==> config.mk <==
export PLATFORM = sky130hd
export DESIGN_NAME = reaction_timer
export DESIGN_NICKNAME = d
export VERILOG_FILES = /design/src/rtl/reaction_timer.sv
export SDC_FILE = /design/constraint.sdc
export NUM_CORES = 1
export LEC_CHECK = 0
export ABC_AREA = 0
export CORE_UTILIZATION = 60
export CTS_BUF_LIST = sky130_fd_sc_hd__clkbuf_2
export CTS_CLUSTER_DIAMETER = 30
export DETAILED_ROUTE_END_ITERATION = 12
export DONT_BUFFER_PORTS = 1
export GPL_ROUTABILITY_DRIVEN = 1
export PLACE_DENSITY = 0.76
export RECOVER_POWER = 100
export SYNTH_ARGS = -nofsm -noshare
export SYNTH_HDL_FRONTEND = slang
export SYNTH_SLANG_ARGS = --single-unit
==> constraint.sdc <==
create_clock -name clk -period 3.05 [get_ports clk]
set_clock_uncertainty 0.1 [all_clocks]
set_input_delay 0.4575 -clock clk [delete_from_list [all_inputs] [get_ports clk]]
set_output_delay 0.4575 -clock clk [all_outputs]
set_load 0.02 [all_outputs]
==> src/rtl/reaction_timer.sv <==
// reaction_timer
// Measures the delay between the stimulus lamp lighting and the response button
// press. After a start press it waits WAIT_TICKS ticks, lights the LED, then
// counts ticks in four BCD digits until the response button is pressed.
// A press before the LED lights is flagged early. A count that would pass 9999
// is flagged timeout.
// Optional build macro: DEBOUNCE_EN. When it is defined, each synchronized
// button feeds a DEB_CYCLES stability filter before edge detection.
module reaction_timer #(
    parameter int CLK_HZ     = 100000000,
    parameter int TICK_HZ    = 1000,
    parameter int WAIT_TICKS = 1000,
    parameter int DEB_CYCLES = 1000000
) (
    input  logic        clk,
    input  logic        rst_n,
    input  logic        start,
    input  logic        resp,
    output logic        led,
    output logic        busy,
    output logic        done,
    output logic        early,
    output logic        timeout,
    output logic [15:0] result
);

    localparam int DIV = CLK_HZ / TICK_HZ;
    localparam int PW  = (DIV > 1) ? $clog2(DIV) : 1;
    localparam int WW  = $clog2(WAIT_TICKS + 1);
    localparam logic [PW-1:0] PRESC_LAST = PW'(DIV - 1);
    localparam logic [WW-1:0] WAIT_LAST  = WW'(WAIT_TICKS - 1);

    // Legal parameter sets: an integer divider of at least 2, a non-empty wait
    // and a non-empty debounce window.
    localparam bit PARAMS_OK = (DIV >= 2) && (WAIT_TICKS >= 1) && (DEB_CYCLES >= 1);

    typedef enum logic [1:0] {
        S_IDLE    = 2'd0,
        S_WAIT    = 2'd1,
        S_MEASURE = 2'd2,
        S_DONE    = 2'd3
    } state_t;

    state_t          state_reg;
    logic [PW-1:0]   presc_reg;
    logic [WW-1:0]   wait_cnt_reg;
    logic [15:0]     bcd_reg;
    logic [15:0]     bcd_inc;
    logic            bcd_all_nines;
    logic            tick;
    logic [1:0]      btn_raw;
    logic [1:0]      btn_evt;
    logic            start_evt;
    logic            resp_evt;

    genvar gi;

    // Empty hook block. It elaborates only for an illegal parameter set, so the
    // bad configuration is visible in the elaborated hierarchy.
    generate
        if (!PARAMS_OK) begin : g_invalid_params
        end
    endgenerate

    // ------------------------------------------------------------------
    // Button conditioning: bit 0 = start, bit 1 = resp.
    // ------------------------------------------------------------------
    assign btn_raw = {resp, start};

    generate
        for (gi = 0; gi < 2; gi++) begin : g_btn
            logic meta_reg;
            logic sync_reg;
            logic prev_reg;
            logic level;

            // Two-flop synchronizer for the asynchronous button level.
            always_ff @(posedge clk or negedge rst_n) begin
                if (!rst_n) begin
                    meta_reg <= 1'b0;
                    sync_reg <= 1'b0;
                end else begin
                    meta_reg <= btn_raw[gi];
                    sync_reg <= meta_reg;
                end
            end

`ifdef DEBOUNCE_EN
            localparam int DW = $clog2(DEB_CYCLES + 1);
            localparam logic [DW-1:0] DEB_LAST = DW'(DEB_CYCLES - 1);
            logic [DW-1:0] deb_cnt_reg;
            logic          deb_reg;

            // The filtered level follows the synchronized input only after the
            // input has disagreed with it for DEB_CYCLES clocks in a row.
            always_ff @(posedge clk or negedge rst_n) begin
                if (!rst_n) begin
                    deb_cnt_reg <= '0;
                    deb_reg     <= 1'b0;
                end else if (sync_reg == deb_reg) begin
                    deb_cnt_reg <= '0;
                end else if (deb_cnt_reg == DEB_LAST) begin
                    deb_cnt_reg <= '0;
                    deb_reg     <= sync_reg;
                end else begin
                    deb_cnt_reg <= deb_cnt_reg + 1'b1;
                end
            end

            assign level = deb_reg;
`else
            assign level = sync_reg;
`endif

            // Previous-value flop used for rising-edge detection.
            always_ff @(posedge clk or negedge rst_n) begin
                if (!rst_n) begin
                    prev_reg <= 1'b0;
                end else begin
                    prev_reg <= level;
                end
            end

            assign btn_evt[gi] = level & ~prev_reg;
        end
    endgenerate

    assign start_evt = btn_evt[0];
    assign resp_evt  = btn_evt[1];

    // ------------------------------------------------------------------
    // Tick and BCD increment
    // ------------------------------------------------------------------
    assign tick = (presc_reg == PRESC_LAST);

    // Ripple a +1 through the four BCD digits. Each digit wraps 9 to 0 and
    // carries. bcd_all_nines marks the saturation point.
    always_comb begin
        logic       carry;
        logic [3:0] digit;
        carry   = 1'b1;
        digit   = 4'd0;
        bcd_inc = bcd_reg;
        for (int i = 0; i < 4; i++) begin
            digit = bcd_reg[i*4 +: 4];
            if (carry) begin
                bcd_inc[i*4 +: 4] = (digit == 4'd9) ? 4'd0 : digit + 4'd1;
            end
            carry = carry & (digit == 4'd9);
        end
        bcd_all_nines = carry;
    end

    // ------------------------------------------------------------------
    // Control FSM with prescaler, wait counter, BCD counter and registered
    // outputs. The prescaler restarts on every state entry, so the first tick
    // of any state comes DIV cycles after entry.
    // ------------------------------------------------------------------
    always_ff @(posedge clk or negedge rst_n) begin
        if (!rst_n) begin
            state_reg    <= S_IDLE;
            presc_reg    <= '0;
            wait_cnt_reg <= '0;
            bcd_reg      <= 16'h0000;
            led          <= 1'b0;
            busy         <= 1'b0;
            done         <= 1'b0;
            early        <= 1'b0;
            timeout      <= 1'b0;
            result       <= 16'h0000;
        end else begin
            presc_reg <= tick ? '0 : presc_reg + 1'b1;

            case (state_reg)
                // Idle and done behave the same way: only a start press matters.
                S_IDLE, S_DONE: begin
                    if (start_evt) begin
                        state_reg    <= S_WAIT;
                        presc_reg    <= '0;
                        wait_cnt_reg <= '0;
                        busy         <= 1'b1;
                        done         <= 1'b0;
                        early        <= 1'b0;
                        timeout      <= 1'b0;
                    end
                end

                S_WAIT: begin
                    if (resp_evt) begin
                        // A response before the lamp wins over a coincident last tick.
                        state_reg <= S_DONE;
                        presc_reg <= '0;
                        busy      <= 1'b0;
                        done      <= 1'b1;
                        early     <= 1'b1;
                        result    <= 16'h0000;
                    end else if (tick) begin
                        if (wait_cnt_reg == WAIT_LAST) begin
                            state_reg <= S_MEASURE;
                            presc_reg <= '0;
                            bcd_reg   <= 16'h0000;
                            led       <= 1'b1;
                        end else begin
                            wait_cnt_reg <= wait_cnt_reg + 1'b1;
                        end
                    end
                end

                S_MEASURE: begin
                    if (resp_evt) begin
                        // A response in the same cycle as a tick discards that tick.
                        state_reg <= S_DONE;
                        presc_reg <= '0;
                        led       <= 1'b0;
                        busy      <= 1'b0;
                        done      <= 1'b1;
                        result    <= bcd_reg;
                    end else if (tick) begin
                        if (bcd_all_nines) begin
                            state_reg <= S_DONE;
                            presc_reg <= '0;
                            led       <= 1'b0;
                            busy      <= 1'b0;
                            done      <= 1'b1;
                            timeout   <= 1'b1;
                            result    <= 16'h9999;
                        end else begin
                            bcd_reg <= bcd_inc;
                        end
                    end
                end

                default: begin
                    state_reg <= S_IDLE;
                end
            endcase
        end
    end

endmodule
==> metrics.md <==
| Metric | Value |
|---|---|
| Run status | `complete, but fails checks` |
| Failing checks | `capacitance limit, slew limit` |
| Layout cells sized above 1 | `8.77%` |
| LEAKAGE | `1.71 nW` |
| Chip Width | `~80 um` |
| Reg-to-Reg End | `bcd_reg[1]` |
| Synth area leader | `dfrtp_1` |
| Worst skew pair latency | `between 0.5 and 0.6 ns` |
| WL final | `about 7.6 mm` |
| CTS buffer count | `9` |
| CTS sink count | `about 70` |
| Core Footprint | `a little under 6000 sq um` |
| Mapped Area | `3650 sq um` |
| WHS Path Cells | `0` |
| I/O Pins | `25` |
| Post-CTS setup buffers | `0` |
| Power Density | `about 700 nW/um^2` |
| RD Place Congestion | `slightly above 0.8` |
| Post-detail-place hpwl | `between 5 and 6 mm` |
| Vias after detailed routing | `2,792` |
| Final WS setup | `roughly 0.27 ns` |
| Die area | `~6400 sq um` |
| Final hold violations | `0` |
| Vias in the first global route | `2,682` |
| Sequential share of the synthesized area | `49.4%` |
| Die Span Y | `roughly 80 um` |
| Slowest stage delay, CP | `~0.68 ns` |
| Clock Root Buffer | `clkbuf_2` |
| Synth warn | `0` |
| GRT Util Overall | `between 20% and 30%` |
| Number of synthesized register bits | `72` |
| Initial antenna violation count | `0` |
| Rows | `28` |
| Synthesis-to-finish area growth | `5.66%` |
| CTS resizes | `0` |
| Number of synthesized flops with an enable pin | `0` |
| Asr flop ratio synth | `100%` |
| Mean Syn Cell Area | `just over 10 sq um` |
| Unique cell type count in the Yosys netlist | `58` |
| Initial DRC count | `between 150 and 200` |
| HP Class | `flip-flop to flip-flop` |
| Post-synth top area share | `between 40 and 50%` |
| WHS Endpoint | `g_btn[0].level` |
| Crit. End Element | `flip-flop` |
| Max Root-Sink Buffers | `2` |
| Crit Path Max Fanout | `6` |
| Gate Count Post-Synth | `between 300 and 400` |
| Max FFs per register | `17` |
| Register-to-register setup slack | `roughly 0.27 ns` |
| Crit path time final | `about 2.8 ns` |
| Drt first pass iters | `5` |
| Max IR drop VDD | `between 300 and 400 uV` |
| Worst-Margin Slew | `between 1.5 and 2 ns` |
| Antenna Nets Post-Route | `0` |
| Pre-CTS setup slack | `~0.33 ns` |
| Fin nets | `roughly 380` |
| Crit path launch type | `flip-flop` |
| RSZ-0062 raised after global routing | `no` |
| Fill cells | `450` |
| CTS HTree Levels | `3` |
| Vias/cell | `6.35` |
| Leading register cell type out of synthesis | `dfrtp_1` |
| Syn_nets | `369` |
| Synth area leaders | `dfrtp_1 49%, ha_1 4.1%, nor2_1 4.1%, o31ai_1 2.7%, nand3_1 2.6%` |
| Critical Path AT | `between 3 and 4 ns` |
| Max frequency | `~0.36 GHz` |
| Clock-pin slew on the worst setup and hold paths | `0.18 ns` |
| CP max-delay cell | `or4_1` |
| First-pass GRT wire length | `12.4 mm` |
| CTS tree | `yes` |
| Overflow after GRT | `0` |
| Max-slew violations | `73` |
| Initial core utilization | `61.9%` |
| DRC viols | `0` |
| Final period util | `91.3%` |
| Hold path start | `g_btn[0].meta_reg` |
| Crit Reg-Reg Startpoint | `presc_reg[0]` |
| WP depth | `6` |
| R2R cell count | `6` |
| Rel. slew slack | `-15.8%` |
| Pin count of the biggest net entering global routing | `73` |
| Largest delay contributor family on the critical path | `simple AND/OR/NAND/NOR gates` |
| CP required | `between 3 and 4 ns` |
| Max_cap viols | `1` |
| Post-DR wirelength/cell | `roughly 17 um` |
| Setup violations, final | `0` |
| Worst Path Buf+Inv | `0` |
| Port bufs | `0` |
| WS Path Type | `flip-flop to flip-flop` |
| Setup TNS | `0 ns` |
| Number of diodes | `0` |
| Critical Path, Cell by Cell | `ha_1, nand4_1, or4_1, o31a_1, nor3_2, mux2_1` |
## where the power goes
part	switching [mW]	internal, mW	total, mW
Clock	0.328	0.182	0.509
Sequential	0.175	1.06	1.24
Combinational	0.585	0.288	0.874
Total	1.09	1.53	2.62
## worst max-delay path by stage
stage | slack, ns | endpoint | from
2_1_floorplan | 0.51 | bcd_reg[1] | presc_reg[0]
3_3_place_gp | 0.40 | bcd_reg[1] | presc_reg[0]
3_5_place_dp | 0.33 | bcd_reg[1] | presc_reg[0]
4_1_cts | 0.29 | bcd_reg[1] | presc_reg[0]
5_1_grt | 0.10 | bcd_reg[3] | presc_reg[0]
6_report | 0.27 | bcd_reg[1] | presc_reg[0]
## worst register-to-register path: stages (launching register included)
cell     delay [ns]
dfrtp_1        0.42
ha_1           0.21
nand4_1        0.30
or4_1          0.68
o31a_1         0.39
nor3_2         0.23
mux2_1         0.34
## logic make-up after synthesis
kind of cell / Yosys count / share of synthesized area (%)
AND/OR/NAND/NOR: 145 / 22.3
AO/OA/AOI/OAI: 76 / 16.0
flip-flops: 72 / 49.4
buffers and inverters: 27 / 2.85
XOR/XNOR: 16 / 3.84
adder cells (fa/ha/maj): 12 / 4.12
multiplexers: 5 / 1.48
## stage by stage
step | util, % | hold WS [ns] | total power [mW] | instances | instance area, sq um
2_1_floorplan | - | 0.0619 | 1.92 | 353 | 3650
3_3_place_gp | 63.4 | 0.0632 | 2.09 | 421 | 3730
3_5_place_dp | 63.4 | 0.0635 | 2.12 | 421 | 3730
4_1_cts | 66.1 | 0.274 | 2.65 | 440 | 3890
5_1_grt | 65.5 | 0.276 | 2.78 | 440 | 3850
6_report | 65.5 | 0.269 | 2.62 | 440 | 3850
## placed cells by master, fill, tap and decap left out, drive strengths merged, types with 6 or more instances in the layout
cell	netlist	layout
nand2	25	25
o31ai	13	13
nor4	6	6
a22o	8	8
xor2	8	8
and3	7	7
nand4	6	6
o41ai	6	6
o2bb2ai	8	8
or4	8	8
clkbuf	10	12
inv	14	14
dfrtp	72	72
xnor2	8	8
a21oi	6	6
ha	12	12
o21ai	9	9
nor2	40	40
nand3	19	19
## metal layers
| layer | track usage [%] | vias to the layer above | routed length, um |
|---|---|---|---|
| met3 | 7.89 | 24 | 337 |
| met2 | 43.2 | 78 | 3720 |
| met1 | 30.2 | 1365 | 3280 |
| met4 | 13.6 | 0 | 251 |
| li1 | - | 1325 | - |
| met5 | 0 | - | 0 |
## layout make-up
cell class              instances  area, sq um  area share, %
clock buffers                  10         50.0           1.30
clock inverters                 5         48.8           1.27
inverters                      14         52.6           1.36
multi-input cells             254         1730           44.9
flip-flops and latches         72         1800           46.8
well taps                      75         93.8           2.44
repair buffers                 10         76.3           1.98
## cells in the mapped netlist, types with 3 or more instances
cell type   n
o31ai_1    13
o2bb2ai_1   8
clkbuf_1   10
nor2_1     40
xor2_1      8
nor4_1      3
inv_1      14
dfrtp_1    72
xnor2_1     8
or2_2       4
or4_1       7
o211ai_1    5
o31a_1      4
ha_1       12
a31oi_1     4
or3_1       4
nand4_1     6
mux2_1      3
nand2_1    25
nor2b_1     5
a21oi_1     6
nand2b_1    3
o21ai_0     8
o41ai_1     5
nand3_1    19
nand3b_1    5
a22o_1      8
and3_1      7
## what timing repair did
item                                    CTS  global route
hold buffers                              4             0
endpoints found under the setup margin    0             0
endpoints found under the hold margin    74             0
Note: power is estimated with default switching activity, not from simulation.
